==> src/rtl/if_fetch_queue.sv <==
// Instruction fetch stage with a decoupling fetch queue toward ID.
// Issues one icache request at a time and buffers {pc, instr} entries so
// fetch keeps running while ID stalls; a MEM redirect flushes the queue.
//
// Ports:
//   clk, rst                 clock, synchronous active-high reset
//   redirect_valid/_pc       taken branch/jump target from MEM
//   imem_read/_address       icache request, held until imem_resp
//   imem_resp/_rdata         one-cycle response strobe and instruction
//   id_valid/_pc/_instr      queue head presented to ID (zero when empty)
//   id_ready                 ID accepts the head this cycle
//   fq_count                 occupied queue entries
module if_fetch_queue #(
    parameter int          FQ_DEPTH = 4,
    parameter logic [31:0] RESET_PC = 32'h0000_0060
) (
    input  logic                          clk,
    input  logic                          rst,
    input  logic                          redirect_valid,
    input  logic [31:0]                   redirect_pc,
    output logic                          imem_read,
    output logic [31:0]                   imem_address,
    input  logic                          imem_resp,
    input  logic [31:0]                   imem_rdata,
    output logic                          id_valid,
    output logic [31:0]                   id_pc,
    output logic [31:0]                   id_instr,
    input  logic                          id_ready,
    output logic [$clog2(FQ_DEPTH+1)-1:0] fq_count
);

    localparam int CW = $clog2(FQ_DEPTH + 1);
    localparam int PW = $clog2(FQ_DEPTH);
    localparam logic [CW-1:0] FULL = CW'(FQ_DEPTH);

    typedef enum logic [1:0] {
        IDLE,
        REQ,
        KILL
    } state_t;

    state_t        state_q, state_d;
    logic [31:0]   fetch_pc_q, fetch_pc_d;
    logic [31:0]   req_addr_q, req_addr_d;
    logic [PW-1:0] head_q, head_d;
    logic [PW-1:0] tail_q, tail_d;
    logic [CW-1:0] count_q, count_d;
    logic [CW-1:0] lvl;
    logic          push, pop, flush;

    logic [31:0] mem_pc    [FQ_DEPTH];
    logic [31:0] mem_instr [FQ_DEPTH];

    assign imem_read    = (state_q != IDLE);
    assign imem_address = req_addr_q;
    assign id_valid     = (count_q != '0);
    assign id_pc        = id_valid ? mem_pc[head_q] : '0;
    assign id_instr     = id_valid ? mem_instr[head_q] : '0;
    assign fq_count     = count_q;

    assign pop = id_valid & id_ready;
    // Occupancy after a push in this cycle, accounting for a concurrent pop.
    assign lvl = pop ? count_q : count_q + CW'(1);

    always_comb begin
        state_d    = state_q;
        fetch_pc_d = fetch_pc_q;
        req_addr_d = req_addr_q;
        push       = 1'b0;
        flush      = 1'b0;
        case (state_q)
            IDLE: begin
                if (redirect_valid) begin
                    flush      = 1'b1;
                    fetch_pc_d = redirect_pc;
                end else if (count_q < FULL) begin
                    req_addr_d = fetch_pc_q;
                    state_d    = REQ;
                end
            end
            REQ: begin
                if (redirect_valid) begin
                    flush      = 1'b1;
                    fetch_pc_d = redirect_pc;
                    // A same-cycle response is dropped and the target
                    // issued at once; otherwise wait out the in-flight one
                    // with the address held stable.
                    if (imem_resp) begin
                        req_addr_d = redirect_pc;
                    end else begin
                        state_d = KILL;
                    end
                end else if (imem_resp) begin
                    push       = 1'b1;
                    fetch_pc_d = req_addr_q + 32'd4;
                    if (lvl < FULL) begin
                        req_addr_d = req_addr_q + 32'd4;
                    end else begin
                        state_d = IDLE;
                    end
                end
            end
            KILL: begin
                if (redirect_valid) begin
                    flush      = 1'b1;
                    fetch_pc_d = redirect_pc;
                end
                if (imem_resp) begin
                    req_addr_d = redirect_valid ? redirect_pc : fetch_pc_q;
                    state_d    = REQ;
                end
            end
            default: state_d = IDLE;
        endcase
    end

    always_comb begin
        head_d  = head_q;
        tail_d  = tail_q;
        count_d = count_q;
        if (flush) begin
            head_d  = '0;
            tail_d  = '0;
            count_d = '0;
        end else begin
            if (pop)  head_d = head_q + PW'(1);
            if (push) tail_d = tail_q + PW'(1);
            case ({push, pop})
                2'b10:   count_d = count_q + CW'(1);
                2'b01:   count_d = count_q - CW'(1);
                default: count_d = count_q;
            endcase
        end
    end

    always_ff @(posedge clk) begin
        if (rst) begin
            state_q    <= IDLE;
            fetch_pc_q <= RESET_PC;
            req_addr_q <= '0;
            head_q     <= '0;
            tail_q     <= '0;
            count_q    <= '0;
        end else begin
            state_q    <= state_d;
            fetch_pc_q <= fetch_pc_d;
            req_addr_q <= req_addr_d;
            head_q     <= head_d;
            tail_q     <= tail_d;
            count_q    <= count_d;
        end
    end

    // Storage needs no reset: entries are only visible once counted.
    always_ff @(posedge clk) begin
        if (push && !rst) begin
            mem_pc[tail_q]    <= req_addr_q;
            mem_instr[tail_q] <= imem_rdata;
        end
    end

endmodule
==> config.mk <==
export PLATFORM = sky130hd
export DESIGN_NAME = if_fetch_queue
export DESIGN_NICKNAME = d
export VERILOG_FILES = /design/src/rtl/if_fetch_queue.sv
export SDC_FILE = /design/constraint.sdc
export NUM_CORES = 1
export LEC_CHECK = 0
export BUFFER_PORTS_ARGS = -buffer_cell sky130_fd_sc_hd__buf_4
export CORE_MARGIN = 3
export CORE_UTILIZATION = 53
export DETAILED_ROUTE_END_ITERATION = 8
export PLACE_DENSITY_LB_ADDON = 0.15
export SYNTH_ARGS = -nofsm -noshare
export SYNTH_HDL_FRONTEND = slang
export SYNTH_SLANG_ARGS = --single-unit
==> constraint.sdc <==
create_clock -name clk -period 3.7 [get_ports clk]
set_clock_uncertainty 0.1 [all_clocks]
set_input_delay 0.37 -clock clk [delete_from_list [all_inputs] [get_ports clk]]
set_output_delay 0.37 -clock clk [all_outputs]
set_load 0.005 [all_outputs]
== Yosys cells after proc, flatten, opt, wreduce, memory -nomap -nowiden ==
Memories as Yosys holds them, arrays and structs flattened. A register that Yosys moved wholly into a read port is not among the register bits.
Cells that the tools add are included.

* Add/sub/neg operators: 5
* Magnitude comparators: 2
* Equality and inequality tests: 12
* Mux-type cells: 35
* Bitwise operators: 1
* Reduce and logical (&&, ||, !) cells: 14

{| class="wikitable"
|+ Operator list
! cell !! number
|-
| 2-to-1 mux 32 bit || 12
|-
| one-hot mux 32 bit (3 select lines) || 1
|-
| one-hot mux 32 bit (2 select lines) || 1
|-
| adder 32 x 3 -> 32 bit, second input constant || 1
|-
| 2-to-1 mux 2 bit || 11
|-
| inequality test 3 bit, second input constant || 4
|-
| AND reduction 6 bit || 2
|-
| inequality test 2 bit, second input constant || 4
|-
| 2-to-1 mux 1 bit || 7
|-
| < comparator 3 bit, second input constant || 2
|-
| one-hot mux 2 bit (3 select lines) || 1
|-
| one-hot mux 3 bit (2 select lines) || 1
|-
| nonzero test 2 bit || 3
|-
| nonzero test 3 bit || 2
|-
| adder 2 x 1 -> 2 bit, second input constant || 2
|-
| equality test 2 x 1 -> 1 bit, second input constant || 2
|-
| equality test 2 bit, second input constant || 2
|-
| OR reduction 2 bit || 2
|-
| adder 3 x 1 -> 3 bit, second input constant || 1
|-
| 2-to-1 mux 3 bit || 1
|-
| OR reduction 3 bit || 1
|-
| subtractor 3 x 1 -> 3 bit, second input constant || 1
|-
| logical NOT 2 bit || 1
|-
| AND reduction 2 bit || 1
|-
| other kinds (3) || 3
|}

* Flip-flop bits (word level): 73
* Bits in writable memories: 256
* Input bits: 69
* Output and inout port bits: 101
* Logic and storage cells: 77
* Memories: 2

{| class="wikitable"
|+ Memory list
! name !! depth !! width !! read ports !! clocked after Yosys merged registers in !! write ports !! RTL line !! text
|-
| mem_instr || 4 || 32 || 1 || 1 || 1 || 52 || <nowiki>logic [31:0] mem_instr [FQ_DEPTH];</nowiki>
|-
| mem_pc || 4 || 32 || 1 || 1 || 1 || 51 || <nowiki>logic [31:0] mem_pc [FQ_DEPTH];</nowiki>
|}

== Logic depth before layout (Yosys ltp) ==
Gate-level depths: netlist (run 1).

* Depth in word-level cells: 8
* Mapped depth: 10
* Depth with buffers taken out: 8

== Worst setup path before layout (run 1) ==
Ideal clock, no wire load.

* Path kind: register to register
* From: register state_q[1]
* To: memory mem_instr[0][0] (enable)
* Library setup time: 429 ps
* Data arrival time: 3005 ps
* Required time: 3171 ps
* Path slack: 166 ps
* Stages on the path, launching flop included: 8
* Buffers on the path: 1
* Period minus slack after synthesis: 3534 ps
* Path through: dfxtp_1 inv_1 ha_1 nor2b_1 clkbuf_1 nand2_1 nor2_1 and2_1

* Word-level cells in the longest chain between the ends: 5

{| class="wikitable"
|+ Ends and longest elaborated chain
! item !! RTL line !! text
|-
| start: declaration || 42 || <nowiki>state_t state_q, state_d;</nowiki>
|-
| start signal: assignment || 145 || <nowiki>state_q <= state_d;</nowiki>
|-
| equality test 2 x 1 -> 1 bit || 71 || <nowiki>case (state_q)</nowiki>
|-
| 2-to-1 mux 1 bit || 71 ||
|-
| logical AND 1 bit || 156 || <nowiki>if (push && !rst) begin</nowiki>
|-
| 2-to-1 mux 1 bit || 156 ||
|-
| 2-to-1 mux 1 bit (not written as such) || 158 || <nowiki>mem_instr[tail_q] <= imem_rdata;</nowiki>
|-
| end: declaration || 52 ||
|}

No other way between the ends.

== Worst setup path after layout (run 1) ==
* From: register count_q[0] (netlist: fq_count[0])
* To: output id_pc[31]

* Word-level cells in the longest chain between the ends: 2

{| class="wikitable"
|+ Ends and longest elaborated chain
! item !! RTL line !! text
|-
| start: declaration || 47 || <nowiki>logic [CW-1:0] count_q, count_d;</nowiki>
|-
| start signal: assignment || 150 || <nowiki>count_q <= count_d;</nowiki>
|-
| nonzero test 3 bit || 56 || <nowiki>assign id_valid = (count_q != '0);</nowiki>
|-
| 2-to-1 mux 32 bit || 57 || <nowiki>assign id_pc = id_valid ? mem_pc[head_q] : '0;</nowiki>
|-
| end: declaration || 26 || <nowiki>output logic [31:0] id_pc,</nowiki>
|}

No other way between the ends.

==> flow_summary.json, run 1 <==
{
  "std_cell_rows": 60,
  "hold_violations": 0,
  "hold_end": "fetch_pc_q[19]",
  "layout_commonest_cell": "edfxtp_1",
  "routed_wirelength_um": 37000,
  "holdPathStages": 3,
  "via_count": 10100,
  "r2r_setup_slack_ps": 880,
  "p_leak_uw": 0.00644,
  "synth_top_area_cell": "edfxtp_1",
  "detailedRoute.firstIterationViolations": 1076,
  "cts_buffer_depth": 3,
  "post-route-drc-count": 0,
  "die_width_um": 174,
  "crit_family": "buffers and inverters",
  "cellPowerDensity_mw_per_mm2": 542,
  "cts_tree": "built",
  "rsz0062_at_grt": "false",
  "die_height_um": 174,
  "syn2layout_area_growth_pct": 21.3,
  "syn_inst": 1074,
  "clk_latency_ps": 510,
  "synth_nets": 1156,
  "synth-seq-cells": 331,
  "instances_no_fill": 1677,
  "grt_pass1_vias": 9927,
  "final_cell_mix": "edfxtp_1 (256), buf_4 (207), dfxtp_1 (73)",
  "layout_worst_path_cycle_share": 0.804,
  "min_period_ps": 2980,
  "r2r_start": "state_q[0]",
  "vdd.ir_drop.worst_mv": 0.272,
  "routed_via_density": 6.05,
  "synthArstFlopShare": 0,
  "io-pin-count": 170,
  "cts_buffers": 35,
  "final_antenna_net_count": 0,
  "yosys-top-cells-area": "edfxtp_1 (52%), dfxtp_1 (10%), mux4_2 (9.7%)",
  "post_cts_resized": 0,
  "cp_slowest_cell": "buf_4",
  "cts.sinks": 331,
  "post-route-util": 0.662,
  "r2r_end": "imem_address[13]",
  "worstHoldStart": "redirect_pc[19]",
  "wire_per_inst_um": 22.1,
  "path_depth": 6,
  "grt-ovfl-total": 0,
  "max_slew_margin": 0.357,
  "start_kind": "register",
  "place_congestion": 0.878,
  "required_ps": 3230,
  "start_util": 0.546,
  "drive_gt1_frac": 0.276,
  "die_area_mm2": 0.0302,
  "io_buffers": 169,
  "status": "complete, no violations",
  "avgSynthCellArea_um2": 13.9,
  "cpMostUsedCell": "buf_4",
  "path_buf_inv": 3,
  "critical_path.max_fanout": 46,
  "cpPeakStageDelay_ps": 500,
  "hpwlAfterDp_um": 23400,
  "fmax_mhz": 336,
  "seq_area_frac_synth": 0.616,
  "finalSetupViolations": 0,
  "grt_pass1_wl_um": 57700,
  "arrival_ps": 2510,
  "grt_max_degree": 60,
  "place_inst": 1581,
  "r2r_cells": 8,
  "grt_use_total": 0.242,
  "layout.nets": 1360,
  "synthFlopType": "edfxtp_1",
  "yosysWarnings": 0,
  "synth_top_area_share": 0.515,
  "power_uw": 9800,
  "htreeDepth": 2,
  "antenna_found_initial": 0,
  "min_path_type": "in -> reg",
  "netlist_area_mm2": 0.0149,
  "synth-edff-count": 256,
  "fin_setup_tns_ps": 0,
  "cts-root-buf": "clkbuf_16",
  "cts_setup_buffers": 0,
  "whs_ps": 64.7,
  "cp_cell_sequence": "inv_1 -> ha_1 -> nand2b_2 -> buf_4 -> and2_1 -> buf_4",
  "endpoint_kind": "primary output",
  "path_clk_slew_ps": 60,
  "core_region_area_mm2": 0.0273,
  "drtPass1Iterations": 7,
  "slew_viol_final": 0,
  "synth_cell_type_count": 77,
  "cts_hold_buf": 32,
  "tightestPinTransition_ps": 958,
  "critical_path_class": "reg -> out",
  "cap_violations": 0
}
[report_power, final]
group	internal (µW)	switching (µW)	leakage (µW)
logic	774	1030	0.00295
registers	4290	317	0.00295
clock network	2000	1390	0.000547
[worst max-delay path by stage]
stage                        start  slack, ps                to
global route           fq_count[0]        600         id_pc[31]
CTS                    fq_count[0]        680         id_pc[31]
global placement    redirect_valid       1000    fetch_pc_q[30]
finish                 fq_count[0]        720         id_pc[31]
floorplan               state_q[1]        170   mem_instr[0][0]
detailed placement      state_q[1]        950  mem_instr[2][28]
[metal layers]
layer,GRT usage,share of wire
met1,0.347,0.42
met2,0.392,0.49
met3,0.0368,0.073
met4,0.0620,0.017
met5,0,0
[worst register-to-register path, stage by stage, from the launching register on]
cell       delay, ps
dfxtp_1          330
inv_1             80
ha_1             640
nor2_1           200
o211ai_2         270
a21o_2           420
buf_4            320
a2111oi_0        100
nor4_1           270
[cell families after synthesis]
group           Yosys count  share of synthesized area
simple gates            298                      0.109
xor+xnor                 24                     0.0141
mux                      86                      0.112
buf+inv                  93                     0.0303
fa+ha+maj                13                     0.0109
compound gates          229                      0.108
flops                   331                      0.616
[through the flow]
step | cell area, µm² | worst slack (ps)
final | 18100 | 725
after floorplan | 14900 | 166
after detailed placement | 16600 | 951
after global placement | 16600 | 997
after global routing | 18100 | 596
after CTS | 18100 | 680
[area by class of cell]
class / instances / area [µm²]
Antenna cell: 1 / 2.50
Clock buffer: 42 / 923
Clock inverter: 21 / 193
Fill cell: 2055 / 9240
Inverter: 17 / 63.8
Multi-Input combinational cell: 650 / 5290
Sequential cell: 331 / 9200
Tap cell: 372 / 465
Timing Repair Buffer: 243 / 1950
[flip-flops by register name, summed over array words and instances, names as in the netlist, named ones only]
register,count
mem_instr,128
fetch_pc_q,32
head_q,2
mem_pc,128
fq_count,3
state_q,2
imem_address,32
tail_q,2
[synthesized netlist by cell type (14+ instances only)]
| cell | n |
|---|---|
| o21ai_0 | 46 |
| clkbuf_1 | 39 |
| xnor2_1 | 17 |
| and2_1 | 75 |
| o22ai_1 | 14 |
| a22oi_1 | 15 |
| edfxtp_1 | 256 |
| dfxtp_1 | 75 |
| nand3_1 | 18 |
| a21oi_1 | 43 |
| inv_1 | 16 |
| nor2_1 | 67 |
| mux2i_1 | 16 |
| mux4_2 | 64 |
| nand4_1 | 14 |
| buf_2 | 22 |
| nand2_1 | 46 |
Note: power is estimated with default switching activity, not from simulation.
==> run 2: changes to the inputs <==
CORE_UTILIZATION = 59   (was 53)
clock period = 3 ns   (was 3.7 ns; I/O delays follow)
==> run 2 against run 1 <==
Via count grew 2.7%. Cell area grew 1.2%. Register-to-register slack lost 510 ps.
==> flow_summary.json, run 2 (synthesis results as in run 1) <==
{
  "cp_slowest_cell": "dfxtp_1",
  "required_ps": 3320,
  "fmax_mhz": 381,
  "r2r_end": "imem_address[17]",
  "holdPathStages": 3,
  "post_cts_resized": 0,
  "detailedRoute.firstIterationViolations": 1058,
  "final_area_mm2": 0.0183,
  "hold_end": "fetch_pc_q[24]",
  "cts_setup_buffers": 0,
  "clk_latency_ps": 520,
  "critical_path.max_fanout": 20,
  "cap_violations": 0,
  "wire_per_inst_um": 22.9,
  "grt-ovfl-total": 0,
  "r2r_setup_slack_ps": 370,
  "start_util": 0.606,
  "fill_cells": 1575,
  "slew_viol_final": 0,
  "final_cell_mix": "edfxtp_1 (256), buf_4 (219), dfxtp_1 (73)",
  "endpoint_kind": "register",
  "cpPeakStageDelay_ps": 380,
  "vdd.ir_drop.worst_mv": 0.391,
  "std_cell_rows": 57,
  "power_uw": 12200,
  "r2r_start": "state_q[1]",
  "routed_wirelength_um": 37700,
  "switchingPower_uw": 3370,
  "cts_buffers": 35,
  "syn2layout_area_growth_pct": 22.7,
  "post-route-drc-count": 0,
  "drtPass1Iterations": 6,
  "cp_cell_sequence": "inv_1 -> ha_1 -> nor2_1 -> o211ai_2 -> a21o_2 -> buf_4 -> or3_1 -> o32ai_1",
  "worstHoldStart": "redirect_pc[24]",
  "die_width_um": 165,
  "io_buffers": 169,
  "hold_violations": 0,
  "grt_max_degree": 45,
  "status": "complete, no violations",
  "final_antenna_net_count": 0,
  "arrival_ps": 2950,
  "grt_use_total": 0.279,
  "clockPowerShare": 0.343,
  "cts_buffer_depth": 3,
  "post-route-util": 0.744,
  "rsz0062_at_grt": "false",
  "internal-power_uw": 8850,
  "max_slew_margin": 0.512,
  "whs_ps": 9.55,
  "grt_pass1_vias": 10300,
  "via_count": 10400,
  "multi_input_area_mm2": 0.00529,
  "cts.sinks": 331,
  "r2r_cells": 8,
  "fin_setup_tns_ps": 0,
  "drive_gt1_frac": 0.284,
  "die_area_mm2": 0.0272,
  "io-pin-count": 170,
  "path_clk_slew_ps": 70,
  "regArea_mm2": 0.00920,
  "grt_pass1_wl_um": 58400,
  "layout.nets": 1382,
  "reg_top3": "mem_instr: 128 flops, mem_pc: 128 flops",
  "cts-root-buf": "clkbuf_16",
  "core_region_area_mm2": 0.0246,
  "min_period_ps": 2630,
  "routed_via_density": 6.32,
  "placed_cell_area_mm2": 0.0169,
  "antenna_cells": 0,
  "layout_commonest_cell": "edfxtp_1",
  "power.share.sequential": 0.459,
  "layout_worst_path_cycle_share": 0.876,
  "critical_path_class": "reg -> reg",
  "place_congestion": 0.883,
  "htreeDepth": 2,
  "antenna_found_initial": 0,
  "sw_frac_of_total": 0.276,
  "start_kind": "register",
  "finalSetupViolations": 0,
  "p_leak_uw": 0.00657,
  "combPwrFrac": 0.198,
  "min_path_type": "in -> reg",
  "cts_hold_buf": 33,
  "cellPowerDensity_mw_per_mm2": 668,
  "hpwlAfterDp_um": 24000,
  "cts_tree": "built",
  "die_height_um": 165,
  "tightestPinTransition_ps": 727
}
-- run 2: cell types whose count changed in the layout (fill, tap and decap cells not counted), moves of 3 or more --
cell and change:
clkbuf_8 +3, clkinv_1 -3, clkbuf_1 +7, buf_12 +9, buf_4 +12, clkinv_2 -5
-- run 2: worst max path at each step --
stage                          start          endpoint  slack (ps)  cells past startpoint
after floorplan           state_q[1]   mem_instr[0][0]         170                      7
after global placement    state_q[0]  imem_address[26]         480                      7
after detailed placement  state_q[0]  imem_address[26]         430                      7
after CTS                   register         id_pc[31]         380                      4
after global routing      state_q[1]   imem_address[7]         250                      8
final                     state_q[1]  imem_address[17]         370                      8
-- run 2: layout make-up --
cell class	instances	area share
clock buffers	53	0.0555
clock inverters	9	0.00513
inverters	17	0.00349
flip-flops and latches	331	0.503
multi-input cells	650	0.289
well taps	324	0.0222
repair buffers	265	0.122
-- run 2: through the flow --
stage	instances	worst slack, ps
6_report	1649	373
5_1_grt	1649	254
4_1_cts	1649	376
3_5_place_dp	1554	431
3_3_place_gp	1554	479
2_1_floorplan	1074	166
-- run 2: worst max-delay path: cells and delay by family (launching register included) --
kind                       cells  cell delay (ps)
and+or+nand+nor                2              700
AOI/OAI and AO/OA              3              640
DFF                            1              380
buffers and inverters          2              350
adders and majority gates      1              340
-- run 2: power groups by stage --
stage	logic [µW]	clock network, µW	registers (µW)
2_1_floorplan	1350	0	5650
3_3_place_gp	2290	0	5690
3_5_place_dp	2330	0	5700
4_1_cts	2380	4240	5610
5_1_grt	2610	4420	5650
6_report	2420	4190	5610
-- run 2: per-layer routing --
metal | GRT usage | wire length (µm) | vias to the layer above
met5 | 0 | 0 | -
met4 | 0.0804 | 953 | 0
met3 | 0.0406 | 2960 | 81
met2 | 0.461 | 18500 | 513
met1 | 0.390 | 15300 | 5171
li1 | - | - | 4653
==> run 3: changes to the inputs <==
CORE_UTILIZATION = 31   (was 59)
==> run 3 against run 2 <==
Combinational power increased by 3%. Cell area is 4.0% higher. Worst hold slack improved by 44 ps. Fmax shrank 2.1%. Worst setup slack got worse by 58 ps. Register-to-register slack gained 190 ps. Critical endpoint is now id_instr[7]. Critical path type is now reg -> out. Utilization decreased by 34 points. Critical path depth shrank 4. Flip-flop and latch count unchanged.
==> flow_summary.json, run 3 (synthesis results as in run 1) <==
{
  "holdPathStages": 3,
  "p_leak_uw": 0.00674,
  "cts_buffer_depth": 3,
  "pre_cts_ws_ps": 609,
  "worstHoldStart": "imem_resp",
  "cpMostUsedCell": "buf_4",
  "r2r_setup_slack_ps": 560,
  "syn2layout_area_growth_pct": 27.6,
  "post-route-util": 0.404,
  "core_region_area_mm2": 0.0471,
  "finalSetupViolations": 0,
  "rsz0062_at_grt": "false",
  "grt_max_degree": 47,
  "fin_setup_tns_ps": 0,
  "post-route-drc-count": 0,
  "critical_path.max_fanout": 25,
  "layout_worst_path_cycle_share": 0.895,
  "drive_gt1_frac": 0.287,
  "grt_pass1_vias": 10400,
  "cts_tree": "built",
  "max_slew_margin": 0.424,
  "worst_slack_ps": 316,
  "cellPowerDensity_mw_per_mm2": 680,
  "hold_violations": 0,
  "r2r_cells": 8,
  "die_area_mm2": 0.0508,
  "placed_cell_area_mm2": 0.0172,
  "cp_cell_sequence": "buf_4 -> mux4_2 -> and2_1 -> buf_4",
  "std_cell_rows": 79,
  "endpoint_kind": "primary output",
  "required_ps": 2600,
  "htreeDepth": 2,
  "drtPass1Iterations": 5,
  "path_buf_inv": 2,
  "tightestPinTransition_ps": 859,
  "hpwlAfterDp_um": 28600,
  "r2r_end": "imem_address[13]",
  "clk_latency_ps": 550,
  "critical_path_class": "reg -> out",
  "die_height_um": 225,
  "layout.nets": 1405,
  "post_cts_resized": 0,
  "cts_buffers": 39,
  "cp_slowest_cell": "mux4_2",
  "min_path_type": "in -> reg",
  "io_buffers": 169,
  "power_uw": 12900,
  "antenna_cells": 0,
  "cts_setup_buffers": 0,
  "via_count": 10300,
  "detailedRoute.firstIterationViolations": 744,
  "cts.sinks": 331,
  "grt-ovfl-total": 0,
  "layout_commonest_cell": "edfxtp_1",
  "grt_use_total": 0.170,
  "path_clk_slew_ps": 60,
  "arrival_ps": 2280,
  "hold_end": "tail_q[1]",
  "crit_family": "buffers and inverters",
  "min_period_ps": 2680,
  "cpPeakStageDelay_ps": 580,
  "antenna_found_initial": 0,
  "cts-root-buf": "clkbuf_16",
  "routed_via_density": 5.24,
  "start_util": 0.317,
  "grt_pass1_wl_um": 65600,
  "wire_per_inst_um": 22.3,
  "final_antenna_net_count": 0,
  "place_congestion": 0.858,
  "fill_cells": 4391,
  "reg_top3": "mem_instr: 128 flops, mem_pc: 128 flops",
  "status": "complete, no violations",
  "slew_viol_final": 0,
  "vdd.ir_drop.worst_mv": 0.325,
  "routed_wirelength_um": 43600,
  "r2r_start": "state_q[0]",
  "cap_violations": 0,
  "io-pin-count": 170,
  "final_cell_mix": "edfxtp_1 (256), buf_4 (220), dfxtp_1 (73)",
  "die_width_um": 225,
  "start_kind": "register",
  "fmax_mhz": 373,
  "final_area_mm2": 0.0190
}
run 3: cell count changes in the layout (fill, tap and decap cells not counted), sizes merged:
cell | previous run | this run
buf | 232 | 234
bufinv | 2 | 5
clkbuf | 53 | 49
clkinv | 6 | 13
clkinvlp | 0 | 2
dlygate4sd3 | 33 | 50
inv | 18 | 17
run 3: layout make-up:
| class | count | area (µm²) | share of cell area |
|---|---|---|---|
| multi-input cells | 650 | 5290 | 0.278 |
| well taps | 607 | 759 | 0.0399 |
| clock inverters | 20 | 221 | 0.0116 |
| clock buffers | 49 | 1070 | 0.0560 |
| repair buffers | 284 | 2430 | 0.128 |
| flip-flops and latches | 331 | 9200 | 0.483 |
| inverters | 17 | 63.8 | 0.00335 |
run 3: worst max-delay path by stage:
stage / from / endpoint / slack [ps] / cells past startpoint
2_1_floorplan: state_q[1] / mem_instr[0][0] / 170 / 7
4_1_cts: register / id_pc[10] / 200 / 4
3_3_place_gp: state_q[0] / imem_address[26] / 620 / 7
3_5_place_dp: state_q[0] / fetch_pc_q[25] / 610 / 6
6_report: register / id_instr[7] / 320 / 4
5_1_grt: register / id_instr[6] / 170 / 4
run 3: worst reg2reg max path, cell delays in order, from the launching register on:
cell	delay [ps]
dfxtp_1	370
inv_1	80
ha_1	290
nor2_1	290
o211ai_2	160
a21o_2	290
buf_12	180
a2111oi_0	440
nor4_1	110
run 3: layer usage:
metal,track usage,share of wire,up-vias
li1,-,-,4694
met1,0.235,0.45,5166
met2,0.269,0.46,329
met3,0.0404,0.061,66
met4,0.0474,0.023,0
met5,0,0,-
run 3: stage by stage:
step,std cells,hold slack [ps]
final,1958,53.3
after global routing,1958,33.1
after CTS,1958,4.40
after detailed placement,1839,383
after global placement,1839,368
after floorplan,1074,299
run 3: repair_timing:
| item | CTS | global route |
|---|---|---|
| hold buffers | 50 | 0 |
| endpoints found under the setup margin | 0 | 0 |
| endpoints found under the hold margin | 148 | 0 |
run 3: report_power, final:
| part | switching (µW) | internal [µW] |
|---|---|---|
| clock network | 1870 | 2940 |
| logic | 1410 | 1080 |
| registers | 348 | 5290 |
| total | 3620 | 9310 |
